**config.mk**
```make
export PLATFORM = sky130hd
export DESIGN_NAME = grid_readout
export DESIGN_NICKNAME = d
export VERILOG_FILES = /design/src/rtl/grid_readout.sv
export SDC_FILE = /design/constraint.sdc
export NUM_CORES = 1
export LEC_CHECK = 0
export CAP_MARGIN = 20
export CORE_UTILIZATION = 47
export CTS_CLUSTER_DIAMETER = 40
export CTS_CLUSTER_SIZE = 25
export DETAILED_ROUTE_END_ITERATION = 8
export HOLD_SLACK_MARGIN = 0.12
export PLACE_DENSITY = 0.78
export SYNTH_ARGS = -nofsm -noshare
export SYNTH_HDL_FRONTEND = slang
export SYNTH_SLANG_ARGS = --single-unit
```
**constraint.sdc**
```tcl
create_clock -name CLK -period 1.9 [get_ports CLK]
set_input_delay 0.285 -clock CLK [delete_from_list [all_inputs] [get_ports CLK]]
set_output_delay 0.285 -clock CLK [all_outputs]
set_load 0.02 [all_outputs]
```
**src/rtl/grid_readout.sv**
```systemverilog
// Streams a snapshot of the grid state out as word_size words, LSW first, over valid/ready.
// Define GRID_READOUT_CHECKSUM_EN to append an XOR checksum word to every frame.
module grid_readout #(
  parameter int unsigned data_size = 64,
  parameter int unsigned word_size = 8
) (
  input  logic                 CLK,
  input  logic                 RESET,
  input  logic [data_size-1:0] GRID_STATE,
  input  logic                 START,
  input  logic                 OUT_READY,
  output logic [word_size-1:0] OUT_WORD,
  output logic                 OUT_VALID,
  output logic                 OUT_LAST,
  output logic                 BUSY,
  output logic                 DONE
);

  localparam int unsigned NumWords = data_size / word_size;
  localparam int unsigned CntW     = $clog2(NumWords);
  localparam logic [CntW-1:0] LastIdx = CntW'(NumWords - 1);

`ifdef GRID_READOUT_CHECKSUM_EN
  typedef enum logic [1:0] {StIdle, StSend, StCheck} state_e;
`else
  typedef enum logic [1:0] {StIdle, StSend} state_e;
`endif

  state_e                 state_q;
  logic [data_size-1:0]   snap_q;
  logic [CntW-1:0]        cnt_q;
  logic [CntW-1:0]        cnt_nxt;
  logic [word_size-1:0]   word_nxt;
  logic [word_size-1:0]   out_word_q;
  logic                   out_valid_q;
  logic                   out_last_q;
  logic                   done_q;

  // Word that follows the one currently presented.
  always_comb begin
    cnt_nxt  = cnt_q + 1'b1;
    word_nxt = '0;
    for (int i = 0; i < NumWords; i++) begin
      if (cnt_nxt == CntW'(i)) word_nxt = snap_q[i*word_size +: word_size];
    end
  end

`ifdef GRID_READOUT_CHECKSUM_EN
  logic [word_size-1:0] csum;

  always_comb begin
    csum = '0;
    for (int i = 0; i < NumWords; i++) csum = csum ^ snap_q[i*word_size +: word_size];
  end
`endif

  always_ff @(posedge CLK or negedge RESET) begin
    if (!RESET) begin
      state_q     <= StIdle;
      snap_q      <= '0;
      cnt_q       <= '0;
      out_word_q  <= '0;
      out_valid_q <= 1'b0;
      out_last_q  <= 1'b0;
      done_q      <= 1'b0;
    end else begin
      done_q <= 1'b0;
      unique case (state_q)
        StIdle: begin
          if (START) begin
            snap_q      <= GRID_STATE;
            cnt_q       <= '0;
            state_q     <= StSend;
            out_word_q  <= GRID_STATE[word_size-1:0];
            out_valid_q <= 1'b1;
            out_last_q  <= 1'b0;
          end
        end
        StSend: begin
          if (OUT_READY) begin
            if (cnt_q == LastIdx) begin
              cnt_q <= '0;
`ifdef GRID_READOUT_CHECKSUM_EN
              state_q    <= StCheck;
              out_word_q <= csum;
              out_last_q <= 1'b1;
`else
              state_q     <= StIdle;
              out_word_q  <= '0;
              out_valid_q <= 1'b0;
              out_last_q  <= 1'b0;
              done_q      <= 1'b1;
`endif
            end else begin
              cnt_q      <= cnt_nxt;
              out_word_q <= word_nxt;
`ifdef GRID_READOUT_CHECKSUM_EN
              out_last_q <= 1'b0;
`else
              out_last_q <= (cnt_nxt == LastIdx);
`endif
            end
          end
        end
`ifdef GRID_READOUT_CHECKSUM_EN
        StCheck: begin
          if (OUT_READY) begin
            state_q     <= StIdle;
            out_word_q  <= '0;
            out_valid_q <= 1'b0;
            out_last_q  <= 1'b0;
            done_q      <= 1'b1;
          end
        end
`endif
        default: state_q <= StIdle;
      endcase
    end
  end

  assign OUT_WORD  = out_word_q;
  assign OUT_VALID = out_valid_q;
  assign OUT_LAST  = out_last_q;
  assign BUSY      = (state_q != StIdle);
  assign DONE      = done_q;

endmodule

```
== Word-level counts from Yosys, hierarchy flattened ==
Index checks and enable logic that the tools add are counted.
W data, S select, Z words.

* Register bits: 80
* Latch bits: 0
* Bits in writable memories: 0
* ROM bits: 0
* Input port bits: 68
* Output and inout port bits: 12
* Logic and storage cells: 59
* Memories: 0

* $add $sub $neg: 1
* Multipliers: 0
* Div/mod/pow operators: 0
* $lt $le $gt $ge: 0
* Equal/unequal tests: 12
* Shifts and indexed selects: 0
* Muxes and demuxes: 31
* Bitwise logic cells: 0
* Reduce and logical (&&, ||, !) cells: 8

{| class="wikitable"
|+ Operators by type and width
! operator !! number
|-
| $mux W8 || 11
|-
| $pmux W8 S2 || 1
|-
| $eq A3 B3 Y1 const B || 5
|-
| $mux W1 || 9
|-
| $mux W3 || 3
|-
| $eq A3 B2 Y1 const B || 2
|-
| $mux W2 || 3
|-
| $ne A2 B2 Y1 const B || 3
|-
| $pmux W3 S2 || 1
|-
| $reduce_and A3 Y1 || 2
|-
| $pmux W1 S2 || 2
|-
| $pmux W2 S2 || 1
|-
| $reduce_and A4 Y1 || 1
|-
| $reduce_bool A2 Y1 || 2
|-
| $add A3 B1 Y3 const B || 1
|-
| $eq A3 B1 Y1 const B || 1
|-
| $logic_not A3 Y1 || 1
|-
| $eq A2 B1 Y1 const B || 1
|-
| $logic_not A2 Y1 || 1
|-
| $reduce_and A2 Y1 || 1
|}

== Depth between registers and ports, before layout ==
* Depth in word-level cells: 13
* Gate-level depth with buffers: 8
* Mapped depth without buffers: 6

== Least setup slack after synthesis ==
OpenSTA, ideal clock, no wires.

* Path kind: register -> register
* From: register cnt_q[0]
* To: register out_word_q[0], in the netlist OUT_WORD[0]
* Library setup time: 94 ps
* Arrival time: 1,818 ps
* Required time: 1,806 ps
* Slack: -12 ps
* Cell stages (with the launch flop): 8
* Buffers on the path: 1
* Clock period less this slack: 1,912 ps
* Cell sequence: dfrtp_1 -> ha_1 -> ha_1 -> nand2b_4 -> buf_6 -> o32ai_1 -> o2111ai_1 -> a221oi_2

* Cells in the longest elaborated chain, start to end: 13
* Elaborated cells on any way between the ends: 21
* Those cells by class: add/sub: 1; eq/ne: 8; mux: 11; reduce/logical: 1

{| class="wikitable"
|+ RTL lines
! item !! RTL line !! source
|-
| start, declared || 31 || <nowiki>logic [CntW-1:0] cnt_q;</nowiki>
|-
| start signal, assigned || 95 || <nowiki>cnt_q <= cnt_nxt;</nowiki>
|-
| $add A3 B1 Y3 || 41 || <nowiki>cnt_nxt = cnt_q + 1'b1;</nowiki>
|-
| $logic_not A3 Y1 || 44 || <nowiki>if (cnt_nxt == CntW'(i)) word_nxt = snap_q[i*word_size +: word_size];</nowiki>
|-
| $mux W8 (8 in series) || 44 ||
|-
| $mux W8 (*) || 81 || <nowiki>if (cnt_q == LastIdx) begin</nowiki>
|-
| $mux W8 (*) || 80 || <nowiki>if (OUT_READY) begin</nowiki>
|-
| $pmux W8 S2 (*) || 68 || <nowiki>unique case (state_q)</nowiki>
|-
| end signal, assigned || 74 || <nowiki>out_word_q <= GRID_STATE[word_size-1:0];</nowiki>
|-
| end signal, assigned || 96 || <nowiki>out_word_q <= word_nxt;</nowiki>
|-
| end, declared || 34 || <nowiki>logic [word_size-1:0] out_word_q;</nowiki>
|}

Every way passes the cells marked *; elsewhere a longest branch is shown, timed or not. The select of a mux whose other input is x is not followed.
A chain may end at the register's enable or synchronous reset.

== Final worst setup path ==
* From: register cnt_q[0]
* To: register out_word_q[2], in the netlist OUT_WORD[2]

Same word-level chain as after synthesis.

==> run metrics <==
drt pass-1 iters=4; GRT overflow=0; first-pass GRT wire length=17.0 mm; initial antenna violation count=0; NetSw=3200 uW; R2R Setup Slk=-0.04 ns; Remaining DRCs=0; NumNets Final=614; Fmax=0.516 GHz; syn avg cell area=8.84 sq um; failing checks=setup timing; worst setup margin=-0.0371 ns; Hold/Removal Path Class=in -> reg; Mapped Area=0.00401 sq mm; Post-CTS Setup Bufs=0; area leader, netlist=dfrtp_1; switching part of the total=39.7%; register area share after synthesis=48.7%; post-route ant nets=0; part of the power in combinational logic=46.4%; CP Data Arrival Time=2.20 ns; maximum number of pins on one net before global-route repair=45; Placeable Area=0.00826 sq mm; Syn Nets=529; end of the worst register-to-register path=OUT_WORD[2]$_DFFE_PN0P_; final hold slack=0.451 ns; status=finished, violations left; pwr/cell area=1550 mW/mm^2; CP required=2.16 ns; CP Class=reg -> reg; Tot Pwr=8070 uW; fin crit share=102%; final setup TNS=-0.0615 ns; ant diodes=0; share of cells above drive strength 1=14.3%; Int Pwr=4870 uW; worst hold endpoint=snap_q[54]$_DFFE_PN0P_; worst slew pin tran=0.571 ns; DIE WIDTH=94.4 um; # IOs=80; Cell variety after synth=34; Final setup viols=4; Max-Cap Viols=0; crit path time final=1.94 ns; Max IR drop VDD=0.000716 V; Clk pin slew, worst setup/hold paths=0.08 ns; final RePlAce weighted congestion=0.883; CTS root buf=clkbuf_8; WHS Path Cells=3; Yosys reg bits=78; overall die height=94.4 um; share of power burned in registers=36.6%; drt total wl=10.3 mm; total CTS buffers=9; total track usage=25.3%; Synth Instances=454; Vias/cell=5.29; Area Overhead vs Synth=29.9%; final max-slew violation count=0; post-layout util=63.1%; relative slew slack=61.9%; CP endpoint kind=flop; TritonCTS clock tree=done; Critical Path Fanout Max=8; initial DRC count=189; die area=0.00891 sq mm; hpwl dp=7.79 mm; Initial Utilization=48.6%; clock sinks=78; r2r startpoint=cnt_q[0]$_DFFE_PN0P_; largest cells by area after synthesis=dfrtp_1, nand2_1, o21ai_0; Cell Rows=33; Max H-tree Level=3; Clk pwr share=17.0%; reg2reg path depth=6; P_leak=0.00240 uW; IO Port Bufs=79; hold_sp=GRID_STATE[54]; unrepaired setup endpoints after global routing=yes; Yosys top cell area share=48.7%; vias in the first global route=3470; detailed-route via count=3435; final-report hold violation count=0; DR WL/cell=15.9 um; Clock Latency Late Sink=0.35 ns; startpoint types=flop; Clock Skew=0.00608 ns; Yosys warnings=0; worst-case clock buffer depth=2
[cell usage after synthesis (all sizes together)]
| library cell | n |
|---|---|
| buf | 19 |
| a221oi | 8 |
| and3 | 1 |
| and2b | 6 |
| o21ai | 35 |
| nor2 | 18 |
| nor2b | 5 |
| o22ai | 8 |
| o2111ai | 8 |
| o32ai | 8 |
| mux2i | 1 |
| ha | 7 |
| bufbuf | 1 |
| dfrtp | 78 |
| nand3 | 2 |
| a32o | 1 |
| inv | 10 |
| nand2b | 4 |
| clkbuf | 9 |
| clkdlybuf4s15 | 1 |
| nor3b | 8 |
| a21oi | 18 |
| clkdlybuf4s18 | 1 |
| nand3b | 8 |
| nand2 | 189 |
[worst max-delay path by stage]
stage                               startpoint  slack, ns  depth (start not counted)                       to
after floorplan           cnt_q[0]$_DFFE_PN0P_      0.004                          7  OUT_WORD[1]$_DFFE_PN0P_
after global placement    cnt_q[0]$_DFFE_PN0P_      -0.09                          6  OUT_WORD[4]$_DFFE_PN0P_
after detailed placement  cnt_q[0]$_DFFE_PN0P_      -0.13                          6  OUT_WORD[2]$_DFFE_PN0P_
after CTS                 cnt_q[0]$_DFFE_PN0P_      -0.03                          6  OUT_WORD[2]$_DFFE_PN0P_
after global routing      cnt_q[0]$_DFFE_PN0P_      -0.12                          6  OUT_WORD[4]$_DFFE_PN0P_
final                     cnt_q[0]$_DFFE_PN0P_      -0.04                          6  OUT_WORD[2]$_DFFE_PN0P_
[worst max-delay path: stages (launching register included)]
cell and delay (ns):
dfrtp_1 0.42, ha_2 0.22, ha_4 0.27, nand2b_4 0.21
o32ai_2 0.29, o2111ai_1 0.17, a221oi_2 0.26
[power by group through the flow]
stage	clock [uW]	combinational, uW	sequential (uW)
final	1370	3750	2950
after global routing	1450	4130	3020
after CTS	1380	3690	2950
after detailed placement	0	3600	2970
after global placement	0	3560	2950
after floorplan	0	2520	2890
[metrics by stage]
step / setup slack [ns] / cell area (sq um) / std cells
final: -0.0371 / 5210 / 649
after global routing: -0.117 / 5210 / 649
after CTS: -0.0318 / 5190 / 649
after detailed placement: -0.126 / 4940 / 632
after global placement: -0.0859 / 4940 / 632
after floorplan: 0.00370 / 4020 / 454
[cell families after synthesis]
| kind of cell | count (synthesis) | share of synthesized area [%] |
|---|---|---|
| AO/OA/AOI/OAI | 86 | 15.1 |
| adder cells (fa/ha/maj) | 7 | 2.18 |
| buffers and inverters | 41 | 6.74 |
| flip-flops | 78 | 48.7 |
| multiplexers | 1 | 0.561 |
| AND/OR/NAND/NOR | 241 | 26.8 |
[repair_timing]
action                                  in CTS  in global routing
hold endpoints to repair                    43                  0
resized for setup                            4                  3
endpoints found under the setup margin       8                  8
hold buffers                                 1                  0
[flip-flops by register name (all words and copies together), names as in the netlist]
signal / count
DONE: 1
OUT_VALID: 1
snap_q: 64
OUT_WORD: 8
OUT_LAST: 1
cnt_q: 3
[routing by layer]
metal  part of all wire (%)  up-vias  track usage, %
li1                       -     1674               -
met2                     48      111            42.1
met1                     45     1634            33.5
met5                      0        -               0
met4                    1.9        0            8.59
met3                    5.6       16            4.11
[cell type report]
cell class | count | area (sq um)
Multi-Input combinational cell | 335 | 1850
Clock inverter | 6 | 86.3
Fill cell | 718 | 3050
Clock buffer | 10 | 128
Sequential cell | 78 | 1950
Timing Repair Buffer | 105 | 1020
Inverter | 10 | 37.5
Tap cell | 105 | 131
[cell usage in the layout (no fill, tap or decap), types with 2 or more instances in the layout]
master,netlist,final
clkinv_2,0,2
nand2_1,187,187
dfrtp_1,78,78
and2b_2,6,6
nor2_1,18,18
a221oi_2,8,8
buf_4,4,23
bufinv_16,0,2
buf_12,0,3
nand2b_4,3,3
nand3_1,2,2
nor3b_1,3,3
nor2b_1,5,3
o2111ai_1,8,8
nand2_2,2,2
nand3b_1,8,8
inv_1,10,10
o32ai_2,2,7
o21ai_0,35,35
clkbuf_8,2,9
a21oi_1,17,17
nor3b_2,5,5
o22ai_1,8,8
clkdlybuf4s50_1,0,78
ha_1,7,5
Note: power is estimated with default switching activity, not from simulation.
